### src/rtl/cnna_mul_pkg.sv
// Shared constants, types and width helper for the cnna pipelined multiplier.
// The accumulate build is selected by the CNNA_MUL_ACC_EN macro.
package cnna_mul_pkg;

  localparam int NUM_STAGE_MIN = 1;
  localparam int NUM_STAGE_MAX = 6;

`ifdef CNNA_MUL_ACC_EN
  localparam bit ACC_EN = 1'b1;
`else
  localparam bit ACC_EN = 1'b0;
`endif

  // Control part of a pipeline slot; the product rides next to it because its
  // width is a per-instance parameter.
  typedef struct packed {
    logic valid;
    logic last;
    logic sgn;
  } slot_meta_t;

  function automatic int dout_width(input int din0_width, input int din1_width,
                                    input int acc_width, input bit acc_en);
    return acc_en ? acc_width : din0_width + din1_width;
  endfunction

endpackage

### src/rtl/cnna_mul_pipe_stage.sv
// One enable-gated pipeline slot of the cnna multiplier (control + product).
module cnna_mul_pipe_stage
  import cnna_mul_pkg::*;
#(
  parameter int DATA_WIDTH = 33
) (
  input  logic                  clk,
  input  logic                  rst,
  input  logic                  en,
  input  slot_meta_t            d_meta,
  input  logic [DATA_WIDTH-1:0] d_data,
  output slot_meta_t            q_meta,
  output logic [DATA_WIDTH-1:0] q_data
);

  always_ff @(posedge clk or posedge rst) begin
    if (rst) begin
      q_meta <= '0;
      q_data <= '0;
    end else if (en) begin
      q_meta <= d_meta;
      q_data <= d_data;
    end
  end

endmodule

### src/rtl/cnna_mul_pipe.sv
// Pipelined, run-time-signedness multiplier with valid/ready backpressure.
// Defining CNNA_MUL_ACC_EN adds a group accumulator stage after the pipeline.
module cnna_mul_pipe
  import cnna_mul_pkg::*;
#(
  parameter int DIN0_WIDTH = 17,
  parameter int DIN1_WIDTH = 16,
  parameter int NUM_STAGE  = 3,
  parameter int ACC_WIDTH  = 48,
  localparam int DOUT_WIDTH = dout_width(DIN0_WIDTH, DIN1_WIDTH, ACC_WIDTH, ACC_EN)
) (
  input  logic                  ap_clk,
  input  logic                  ap_rst,
  input  logic                  in_valid,
  output logic                  in_ready,
  input  logic [DIN0_WIDTH-1:0] din0,
  input  logic [DIN1_WIDTH-1:0] din1,
  input  logic                  din0_signed,
  input  logic                  din1_signed,
  input  logic                  in_last,
  output logic                  out_valid,
  input  logic                  out_ready,
  output logic [DOUT_WIDTH-1:0] dout,
  output logic                  out_last
);

  localparam int PROD_WIDTH = DIN0_WIDTH + DIN1_WIDTH;

  if (NUM_STAGE < NUM_STAGE_MIN || NUM_STAGE > NUM_STAGE_MAX) begin : g_bad_stage
    $error("cnna_mul_pipe: NUM_STAGE out of range");
  end

  logic                         en;
  slot_meta_t                   meta [NUM_STAGE+1];
  logic [PROD_WIDTH-1:0]        data [NUM_STAGE+1];
  logic signed [DIN0_WIDTH:0]   a_ext;
  logic signed [DIN1_WIDTH:0]   b_ext;

  // One extra bit per operand makes a single signed multiply exact for every
  // signedness mix; only the low PROD_WIDTH bits are ever needed.
  assign a_ext   = {din0_signed & din0[DIN0_WIDTH-1], din0};
  assign b_ext   = {din1_signed & din1[DIN1_WIDTH-1], din1};
  assign data[0] = PROD_WIDTH'(a_ext) * PROD_WIDTH'(b_ext);
  assign meta[0] = '{valid: in_valid, last: in_last, sgn: din0_signed | din1_signed};

  assign en       = !(out_valid && !out_ready);
  assign in_ready = en;

  for (genvar i = 0; i < NUM_STAGE; i++) begin : g_stage
    cnna_mul_pipe_stage #(
      .DATA_WIDTH(PROD_WIDTH)
    ) u_stage (
      .clk   (ap_clk),
      .rst   (ap_rst),
      .en    (en),
      .d_meta(meta[i]),
      .d_data(data[i]),
      .q_meta(meta[i+1]),
      .q_data(data[i+1])
    );
  end

`ifdef CNNA_MUL_ACC_EN
  if (ACC_WIDTH < PROD_WIDTH) begin : g_bad_acc
    $error("cnna_mul_pipe: ACC_WIDTH narrower than the product");
  end

  logic [ACC_WIDTH-1:0] acc;
  logic [ACC_WIDTH-1:0] prod_ext;
  logic [ACC_WIDTH-1:0] sum;
  logic [ACC_WIDTH-1:0] acc_dout;
  logic                 acc_valid;

  assign prod_ext = meta[NUM_STAGE].sgn ? ACC_WIDTH'($signed(data[NUM_STAGE]))
                                        : ACC_WIDTH'(data[NUM_STAGE]);
  assign sum      = acc + prod_ext;

  // Only the closing beat of a group produces a result; it also restarts the sum.
  always_ff @(posedge ap_clk or posedge ap_rst) begin
    if (ap_rst) begin
      acc       <= '0;
      acc_dout  <= '0;
      acc_valid <= 1'b0;
    end else if (en) begin
      acc_valid <= meta[NUM_STAGE].valid && meta[NUM_STAGE].last;
      if (meta[NUM_STAGE].valid) begin
        if (meta[NUM_STAGE].last) begin
          acc_dout <= sum;
          acc      <= '0;
        end else begin
          acc <= sum;
        end
      end
    end
  end

  assign out_valid = acc_valid;
  assign out_last  = acc_valid;
  assign dout      = acc_dout;
`else
  logic unused_sgn;

  assign out_valid  = meta[NUM_STAGE].valid;
  assign out_last   = meta[NUM_STAGE].last;
  assign dout       = data[NUM_STAGE];
  assign unused_sgn = meta[NUM_STAGE].sgn;
`endif

endmodule

### config.mk
export PLATFORM = sky130hd
export DESIGN_NAME = cnna_mul_pipe
export DESIGN_NICKNAME = d
export VERILOG_FILES = /design/src/rtl/cnna_mul_pkg.sv /design/src/rtl/cnna_mul_pipe_stage.sv /design/src/rtl/cnna_mul_pipe.sv
export SDC_FILE = /design/constraint.sdc
export NUM_CORES = 1
export LEC_CHECK = 0
export ABC_AREA = 1
export BUFFER_PORTS_ARGS = -buffer_cell sky130_fd_sc_hd__buf_4
export CORE_MARGIN = 1
export CORE_UTILIZATION = 45
export CTS_CLUSTER_DIAMETER = 50
export DETAILED_ROUTE_END_ITERATION = 16
export GPL_TIMING_DRIVEN = 1
export PLACE_DENSITY = 0.68
export SLEW_MARGIN = 20
export SYNTH_ARGS = -nofsm -noshare
export SYNTH_HDL_FRONTEND = slang
export SYNTH_SLANG_ARGS = --single-unit
### constraint.sdc
create_clock -name ap_clk -period 7.95 [get_ports ap_clk]
set_input_delay 1.1925 -clock ap_clk [delete_from_list [all_inputs] [get_ports ap_clk]]
set_output_delay 1.1925 -clock ap_clk [all_outputs]
set_load 0.03 [all_outputs]
==> run_results.csv, run 1 <==
group,metric,value,unit
placed_design,hpwl,31600,µm
floorplanning,io_pins,76,
timing,tightest_slew,0.984,ns
cts,clockBufferDepth,2,
cells_and_area,num-nets-final,2418,
setup_path,crit_path_cell_trace,"buf_4 > nand2_1 > clkinv_1 > nand2_1 > inv_1 > fa_1 > inv_1 > fa_1 > inv_1 > fa_1 > fa_1 > fa_1 > fa_1 > ha_1 > nand2_1 > nor2_1 > nand2_1 > nor3_1 > nand2_1 > nand3_1 > nand2_1 > nand3_1 > nand2_1",
global_route,grt_pass1_wl,67400,µm
setup_path,path_max_fanout,20,
setup_path,crit_slowest_cell,"fa_1",
cells_and_area,multi_input_area,0.0107,mm²
setup_path,start_kind,"primary input",
synth,synthArstFlopShare,1.00,
synth,synth_edf_count,0,
synth,synth_warnings,0,
setup_path,critPathKind,"primary input to flip-flop",
timing,hold_violations,0,
route,dr_total_vias,12300,
floorplanning,placementRows,68,
synth,synthFlopType,"dfrtp_1",
cells_and_area,drive_above_1_share,0.0624,
synth,synthesis.area,0.0160,mm²
synth,syn-num-nets,2447,
timing,fin_worst_skew,0.00680,ns
cells_and_area,mostFrequentLayoutCell,"nand2_1",
cts,clk_pin_slew,0.07,ns
floorplanning,core-area,0.0347,mm²
cts,ctsResizeCount,0,
cts,clock-sinks,105,
global_route,first_global_vias,13300,
timing,rsz0062_at_grt,"false",
worst_hold_path,worstHoldPathType,"flip-flop to flip-flop",
job,drv_cap,0,
synth,syn_inst,2026,
timing,drv_slew,0,
timing,fin_tns_setup,0,ns
setup_path,critPathBufInv,5,
cts,htreeDepth,3,
route,wl_per_cell,16.1,µm
floorplanning,die-height,190,µm
synth,synth_cell_types,36,
timing,fmax,138,MHz
setup_path,cp_common_cell,"nand2_1",
synth,ys_seq_area_frac,0.164,
global_route,antenna_found_initial,0,
floorplanning,die_w,190,µm
setup_path,arrival,7.47,ns
cts,cts_hold_buf,0,
setup_path,end_kind,"flip-flop",
synth,ys_seq_elements,105,
cts,cts_inserted_buffers,9,
cells_and_area,n_antenna_cell,0,
setup_path,critPathTopFamily,"adder cells",
timing,period_minus_slack,7.24,ns
setup_path,max_stage_delay,0.84,ns
floorplanning,initial_utilization,0.460,
cts,clockRootBuffer,"clkbuf_16",
cts,cts_tree,"built",
cts,clk_latency,0.34,ns
cells_and_area,seq_area,0.00263,mm²
route,drt_drc_violations_left,0,
route,first_pass_iters,5,
global_route,track_usage,0.237,
setup_path,cp.required,8.17,ns
cells_and_area,nFillCells,3421,
route,viasPerCell,4.99,
floorplanning,die-area,0.0363,mm²
timing,max_slew_margin,0.344,
route,antenna_left,0,
route,drt_wl_total,39600,µm
cells_and_area,synthToLayoutAreaGrowth,5.74,%
placed_design,port_buffers,75,
timing,min_period_over_period,0.911,
placed_design,gp_congestion,0.889,
outcome,status,"finished clean",
synth,syn_area_per_cell,7.89,µm²
route,drt-initial-drc-count,888,
cts,post-cts-setup-buffers,0,
global_route,grt_max_degree,100,
cells_and_area,mostFrequentLayoutCells,"nand2_1 (563), inv_1 (545), fa_1 (297), dfrtp_1 (105), ha_1 (84)",
global_route,overflow,0,
timing,setup_viol,0,
cell families after synthesis:
family	count (synthesis)	synth area share
AND/OR/NAND/NOR	728	0.183
buffers and inverters	673	0.166
adder cells (fa/ha/maj)	381	0.438
AO/OA/AOI/OAI	134	0.0452
flip-flops	105	0.164
XOR/XNOR	5	0.00274
cell type report:
type | instances | area share
multi-input combinational | 1248 | 0.633
sequential | 105 | 0.155
inverter | 551 | 0.123
timing repair buffer | 82 | 0.0364
tap | 455 | 0.0337
clock buffer | 11 | 0.0150
clock inverter | 5 | 0.00355
synth_stat cells, drive strengths merged, types with 3 or more instances:
library cell | number | area (µm²)
a21oi | 33 | 188
buf | 43 | 294
clkbuf | 79 | 297
dfrtp | 105 | 2630
fa | 297 | 5950
ha | 84 | 1050
inv | 550 | 2060
nand2 | 566 | 2130
nand3 | 55 | 290
nand3b | 6 | 45.0
nand4 | 17 | 106
nor2 | 65 | 251
nor3 | 9 | 45.0
o21ai | 92 | 464
o21bai | 3 | 22.5
or2 | 10 | 62.6
xnor2 | 4 | 35.0
sequential cells by signal, indices dropped and copies added (netlist names):
signal / count
g_stage.u_stage.q_data: 99
g_stage.u_stage.q_meta: 6
metrics by stage:
stage | hold slack, ns | util | cell area, µm² | std cells | setup WS [ns]
5_1_grt | 0.481 | 0.487 | 16900 | 2457 | 0.312
3_5_place_dp | 0.456 | 0.478 | 16600 | 2441 | 0.435
2_1_floorplan | 0.440 | - | 16000 | 2026 | 1.55
3_3_place_gp | 0.448 | 0.478 | 16600 | 2441 | 0.505
4_1_cts | 0.473 | 0.487 | 16900 | 2457 | 0.790
6_report | 0.468 | 0.487 | 16900 | 2457 | 0.707
metal layers:
| metal | GRT usage | part of all wire | vias to the layer above |
|---|---|---|---|
| li1 | - | - | 5705 |
| met3 | 0.0254 | 0.056 | 59 |
| met5 | 0 | 0 | - |
| met2 | 0.419 | 0.50 | 366 |
| met4 | 0.0508 | 0.019 | 0 |
| met1 | 0.313 | 0.42 | 6126 |
path summary, 6_finish.rpt:
check | from | to | slack, ns | depth (start not counted)
max reg2reg | g_stage[2].u_stage.q_meta[2] | g_stage[0].u_stage.q_data[0] | 5.68 | 7
max | din0[16] | g_stage[0].u_stage.q_data[29] | 0.71 | 23
max in group asynchronous | ap_rst | g_stage[1].u_stage.q_data[0] | 5.84 | 3
min in group asynchronous | ap_rst | g_stage[1].u_stage.q_data[21] | 0.93 | 2
min | g_stage[1].u_stage.q_meta[2] | g_stage[2].u_stage.q_meta[2] | 0.47 | 1
min reg2reg | g_stage[1].u_stage.q_meta[2] | g_stage[2].u_stage.q_meta[2] | 0.47 | 1
Power of run 1 is left out: the tool's default activity adds up to more than one toggle a clock period on the data nets, which glitch-free logic cannot reach.
==> run 2: changes to the inputs <==
- clock period: 7.95 -> 7.9 ns (I/O delays scaled with it)
==> run 2 against run 1 <==
- clock skew up 0.0017 ns
- first-iteration DRC count down 24%
- hold slack worse by 0.0013 ns
- wire length down 0.41%
- register-to-register slack worse by 0.03 ns
- clock-buffer cell count down 2
- sequential share of layout area about the same
- sequential cell count unchanged
- critical endpoint unchanged
==> run_results.csv, run 2 (same netlist as run 1, synthesis figures left out) <==
group,metric,value,unit
outcome,status,"finished clean",
route,drt_wl_total,39500,µm
cts,ctsResizeCount,0,
setup_path,rrSetupSlack,5.65,ns
route,antenna_left,0,
floorplanning,core-area,0.0347,mm²
timing,hold_slack,0.467,ns
global_route,antenna_found_initial,0,
timing,max_slew_margin,0.339,
route,dr_total_vias,12200,
floorplanning,initial_utilization,0.460,
setup_path,cp.required,8.14,ns
cells_and_area,top_register,"g_stage.u_stage.q_data",
timing,hold_violations,0,
route,drt-initial-drc-count,672,
worst_hold_path,min_to,"g_stage[2].u_stage.q_meta[1]",
setup_path,critPathKind,"primary input to flip-flop",
cts,clockBufferDepth,2,
timing,fmax,140,MHz
timing,tightest_slew,0.992,ns
cells_and_area,synthToLayoutAreaGrowth,5.64,%
route,wl_per_cell,16.1,µm
cts,cts_hold_buf,0,
global_route,track_usage,0.237,
global_route,grt_pass1_wl,67400,µm
global_route,grt_max_degree,100,
cts,post-cts-setup-buffers,0,
worst_hold_path,hold_depth,2,
cells_and_area,n_antenna_cell,0,
worst_hold_path,worstHoldPathType,"flip-flop to flip-flop",
timing,drv_slew,0,
setup_path,r2r_start,"g_stage[2].u_stage.q_meta[2]",
timing,fin_worst_skew,0.00847,ns
worst_hold_path,hold_start,"g_stage[1].u_stage.q_meta[1]",
floorplanning,io_pins,76,
setup_path,timing.rr.end,"g_stage[0].u_stage.q_data[15]",
timing,fin_tns_setup,0,ns
placed_design,port_buffers,75,
cts,htreeDepth,3,
cells_and_area,mostFrequentLayoutCell,"nand2_1",
route,first_pass_iters,5,
cts,cts_tree,"built",
timing,rsz0062_at_grt,"false",
global_route,overflow,0,
cts,clk_latency,0.35,ns
cts,clockRootBuffer,"clkbuf_16",
placed_design,gp_congestion,0.902,
cells_and_area,num-nets-final,2418,
cts,cts_inserted_buffers,9,
floorplanning,die-height,190,µm
setup_path,reg2regPathDepth,7,
floorplanning,die-area,0.0363,mm²
placed_design,hpwl,31700,µm
setup_path,start_kind,"primary input",
cells_and_area,mostFrequentLayoutCells,"nand2_1 (563), inv_1 (545), fa_1 (297), dfrtp_1 (105), ha_1 (84)",
timing,period_minus_slack,7.13,ns
floorplanning,die_w,190,µm
job,drv_cap,0,
timing,setup_viol,0,
cells_and_area,largest_reg_flops,99,
global_route,first_global_vias,13400,
floorplanning,placementRows,68,
route,viasPerCell,4.97,
setup_path,arrival,7.37,ns
timing,min_period_over_period,0.903,
cells_and_area,drive_above_1_share,0.0624,
cts,clock-sinks,105,
setup_path,end_kind,"flip-flop",
cells_and_area,top_regs,"g_stage.u_stage.q_data x99, g_stage.u_stage.q_meta x6",
cts,clk_pin_slew,0.07,ns
route,drt_drc_violations_left,0,
setup_path,path_max_fanout,20,
cells_and_area,nFillCells,3378,
## run 2: stage by stage
stage	std cells	util	worst slack (ns)	area [µm²]
5_1_grt	2457	0.486	0.361	16900
3_5_place_dp	2441	0.478	0.400	16600
3_3_place_gp	2441	0.478	0.491	16600
2_1_floorplan	2026	-	1.51	16000
6_report	2457	0.486	0.766	16900
4_1_cts	2457	0.486	0.768	16900
## run 2: worst max path at each step
stage	startpoint	end	slack [ns]	cells past startpoint
after floorplan	din0_signed	g_stage[0].u_stage.q_data[32]	1.51	21
after global placement	din0[16]	g_stage[0].u_stage.q_data[29]	0.49	23
after detailed placement	din0[16]	g_stage[0].u_stage.q_data[29]	0.40	23
after CTS	din0[16]	g_stage[0].u_stage.q_data[29]	0.77	23
after global routing	din0[16]	g_stage[0].u_stage.q_data[29]	0.36	23
final	din0[16]	g_stage[0].u_stage.q_data[29]	0.77	23
## run 2: layout make-up
cell class | instances | area [µm²] | area share
clock inverters | 7 | 72.6 | 0.00430
inverters | 551 | 2070 | 0.123
repair buffers | 82 | 616 | 0.0365
well taps | 455 | 569 | 0.0337
clock buffers | 9 | 225 | 0.0133
multi-input cells | 1248 | 10700 | 0.634
flip-flops and latches | 105 | 2630 | 0.156
## run 2: worst max-delay path, cell delays in order
cell and delay, ns:
buf_4 0.18, nand2_1 0.21, clkinv_1 0.25, nand2_1 0.17
inv_1 0.10, fa_1 0.61, inv_1 0.15, fa_1 0.84
inv_1 0.16, fa_1 0.48, fa_1 0.57, fa_1 0.43
fa_1 0.44, ha_1 0.42, nand2_1 0.18, nor2_1 0.25
nand2_1 0.11, nor3_1 0.14, nand2_1 0.14, nand3_1 0.11
nand2_1 0.05, nand3_1 0.10, nand2_1 0.07
## run 2: routing by layer
layer | global-route usage | part of all wire | up-vias
met2 | 0.419 | 0.50 | 355
met5 | 0.0110 | 0 | -
li1 | - | - | 5703
met1 | 0.302 | 0.42 | 6088
met4 | 0.0569 | 0.021 | 0
met3 | 0.0370 | 0.059 | 67
Power of run 2 is left out for the same reason.
==> run 3: changes to the inputs <==
- ABC_AREA: 1 -> 0
- PLACE_DENSITY: 0.68 -> 0.69
==> run 3 against run 2 <==
- via count down 13%
- hold slack worse by 0.0021 ns
- setup slack better by 0.0040 ns
- wire length down 15%
- clock skew down 0.0028 ns
- critical endpoint is now g_stage[0].u_stage.q_data[32]
==> run_results.csv, run 3 <==
group,metric,value,unit
synth,synth_cell_types,53,
synth,ys_seq_area_frac,0.174,
synth,synth_warnings,0,
setup_path,path_max_fanout,23,
synth,syn_inst,1674,
setup_path,start_kind,"primary input",
timing,drv_slew,0,
synth,yosys-top-cells-area,"fa_1 (39%), dfrtp_1 (17%), nand2_1 (10%)",
setup_path,r2r_start,"g_stage[2].u_stage.q_meta[2]",
timing,max_slew_margin,0.330,
setup_path,timing.rr.end,"g_stage[0].u_stage.q_data[18]",
cts,clock-sinks,105,
global_route,antenna_found_initial,0,
placed_design,hpwl,26300,µm
timing,fmax,140,MHz
setup_path,crit_slowest_cell,"fa_1",
synth,synthesis.area,0.0151,mm²
timing,rsz0062_at_grt,"false",
worst_hold_path,worstHoldPathType,"flip-flop to flip-flop",
synth,ys_seq_elements,105,
global_route,overflow,0,
cells_and_area,mostFrequentLayoutCell,"nand2_1",
cts,cts_inserted_buffers,9,
route,first_pass_iters,5,
setup_path,reg2regPathDepth,6,
floorplanning,die-area,0.0343,mm²
cells_and_area,num-nets-final,2086,
setup_path,crit_path_cell_trace,"buf_4 > and2_1 > nand2_1 > inv_1 > fa_1 > inv_1 > fa_1 > inv_1 > fa_1 > fa_1 > fa_1 > fa_1 > ha_1 > a21oi_1 > nand2_1 > o22ai_1 > or3_1 > o21ai_2 > a211oi_1 > or3_1 > a31oi_1",
setup_path,max_stage_delay,0.79,ns
outcome,status,"finished clean",
floorplanning,io_pins,76,
synth,synth_most_common_cell,"nand2_1",
cells_and_area,mostFrequentLayoutCells,"nand2_1 (415), inv_1 (328), fa_1 (297), and2_1 (130), dfrtp_1 (105)",
route,drt-initial-drc-count,525,
synth,synthArstFlopShare,1.00,
cells_and_area,design_area,0.0161,mm²
cells_and_area,n_antenna_cell,0,
synth,syn_area_per_cell,9.03,µm²
cts,htreeDepth,3,
floorplanning,die_w,185,µm
synth,synthFlopType,"dfrtp_1",
synth,syn-num-nets,2095,
setup_path,cp.required,8.17,ns
cells_and_area,top_regs,"g_stage.u_stage.q_data x99, g_stage.u_stage.q_meta x6",
cts,clk_latency,0.35,ns
cts,clockBufferDepth,2,
route,drt_wl_total,33600,µm
synth,yosysTopAreaCell,"fa_1",
route,antenna_left,0,
placed_design,place_area,0.0158,mm²
cts,post-cts-setup-buffers,0,
global_route,first_global_vias,11200,
route,wl_per_cell,15.9,µm
global_route,grt_max_degree,106,
synth,synth_top_area_share,0.393,
timing,setup_viol,0,
global_route,track_usage,0.212,
cells_and_area,drive_above_1_share,0.0665,
job,drv_cap,0,
timing,period_minus_slack,7.13,ns
floorplanning,die-height,185,µm
placed_design,gp_congestion,0.868,
cts,ctsResizeCount,0,
floorplanning,initial_utilization,0.461,
placed_design,port_buffers,75,
setup_path,cp_common_cell,"fa_1",
setup_path,rrSetupSlack,6.00,ns
setup_path,arrival,7.40,ns
timing,fin_worst_skew,0.00565,ns
timing,min_period_over_period,0.903,
route,viasPerCell,5.03,
timing,worst_slack,0.770,ns
route,dr_total_vias,10600,
floorplanning,core-area,0.0328,mm²
cts,cts_hold_buf,0,
setup_path,critPathKind,"primary input to flip-flop",
global_route,grt_pass1_wl,56700,µm
cells_and_area,top_register,"g_stage.u_stage.q_data",
timing,tightest_slew,1.00,ns
setup_path,end_kind,"flip-flop",
route,drt_drc_violations_left,0,
timing,hold_violations,0,
setup_path,crit_end,"g_stage[0].u_stage.q_data[32]",
floorplanning,placementRows,66,
synth,synth_common_cells,"nand2_1 (415), inv_1 (329), fa_1 (297)",
timing,hold_slack,0.465,ns
timing,fin_tns_setup,0,ns
placed_design,dp_slack,0.408,ns
cells_and_area,synthToLayoutAreaGrowth,6.44,%
synth,synth_edf_count,0,
cts,cts_tree,"built",
cells_and_area,largest_reg_flops,99,
cts,clk_pin_slew,0.07,ns
setup_path,critical_path.startpoint,"din0[16]",
cts,clockRootBuffer,"clkbuf_16",
-- run 3: changes by cell type after synthesis, moves of 8 or more --
cell / change
and2_1: +130
xnor2_1: +17
clkbuf_1: -19
o21ai_0: -56
o21ai_1: -10
nand3_1: -48
nor2_1: -25
nand4_1: -16
and3_1: +8
nand2_1: -148
xor2_1: +15
inv_1: -217
-- run 3: cells by family (layout without fill, tap and decap cells) --
group	count (synthesis)	in the layout	share of synthesized area
AND/OR/NAND/NOR	618	618	0.180
adder cells (fa/ha/maj)	381	381	0.463
XOR/XNOR	37	37	0.0214
flip-flops	105	105	0.174
buffers and inverters	430	426	0.115
AO/OA/AOI/OAI	103	103	0.0467
-- run 3: critical path: cells and delay by family --
family / cells / cell delay (ns)
and+or+nand+nor: 5 / 1.21
AOI/OAI and AO/OA: 5 / 0.74
buffers and inverters: 4 / 0.57
adders and majority gates: 7 / 3.70
-- run 3: worst min-delay path by stage --
stage | startpoint | endpoint | slack (ns) | depth (start not counted)
3_5_place_dp | g_stage[1].u_stage.q_meta[2] | g_stage[2].u_stage.q_meta[2] | 0.45 | 1
2_1_floorplan | g_stage[1].u_stage.q_meta[2] | g_stage[1].u_stage.q_meta[2] | 0.43 | 2
3_3_place_gp | g_stage[1].u_stage.q_meta[2] | g_stage[1].u_stage.q_meta[2] | 0.45 | 2
4_1_cts | g_stage[1].u_stage.q_meta[2] | g_stage[2].u_stage.q_meta[2] | 0.46 | 1
5_1_grt | g_stage[1].u_stage.q_meta[2] | g_stage[2].u_stage.q_meta[2] | 0.48 | 1
6_report | g_stage[1].u_stage.q_meta[2] | g_stage[2].u_stage.q_meta[2] | 0.47 | 1
-- run 3: routing by layer --
layer  wire (µm)  vias up  GRT usage
li1            -     4872          -
met1       14300     5405      0.275
met2       17000      268      0.366
met3        1150       80     0.0216
met4        1090        0     0.0787
met5           0        -          0
-- run 3: cell type report --
cell class	count	area (µm²)
clock inverter	6	65.1
tap	442	553
clock buffer	10	239
fill	3091	16700
inverter	330	1240
timing repair buffer	80	613
multi-input combinational	1139	10800
sequential	105	2630
-- run 3: stage by stage --
step	utilization	std cells
6_report	0.491	2112
5_1_grt	0.491	2112
4_1_cts	0.490	2111
3_5_place_dp	0.481	2095
3_3_place_gp	0.481	2095
2_1_floorplan	-	1674
Power of run 3 is left out for the same reason.
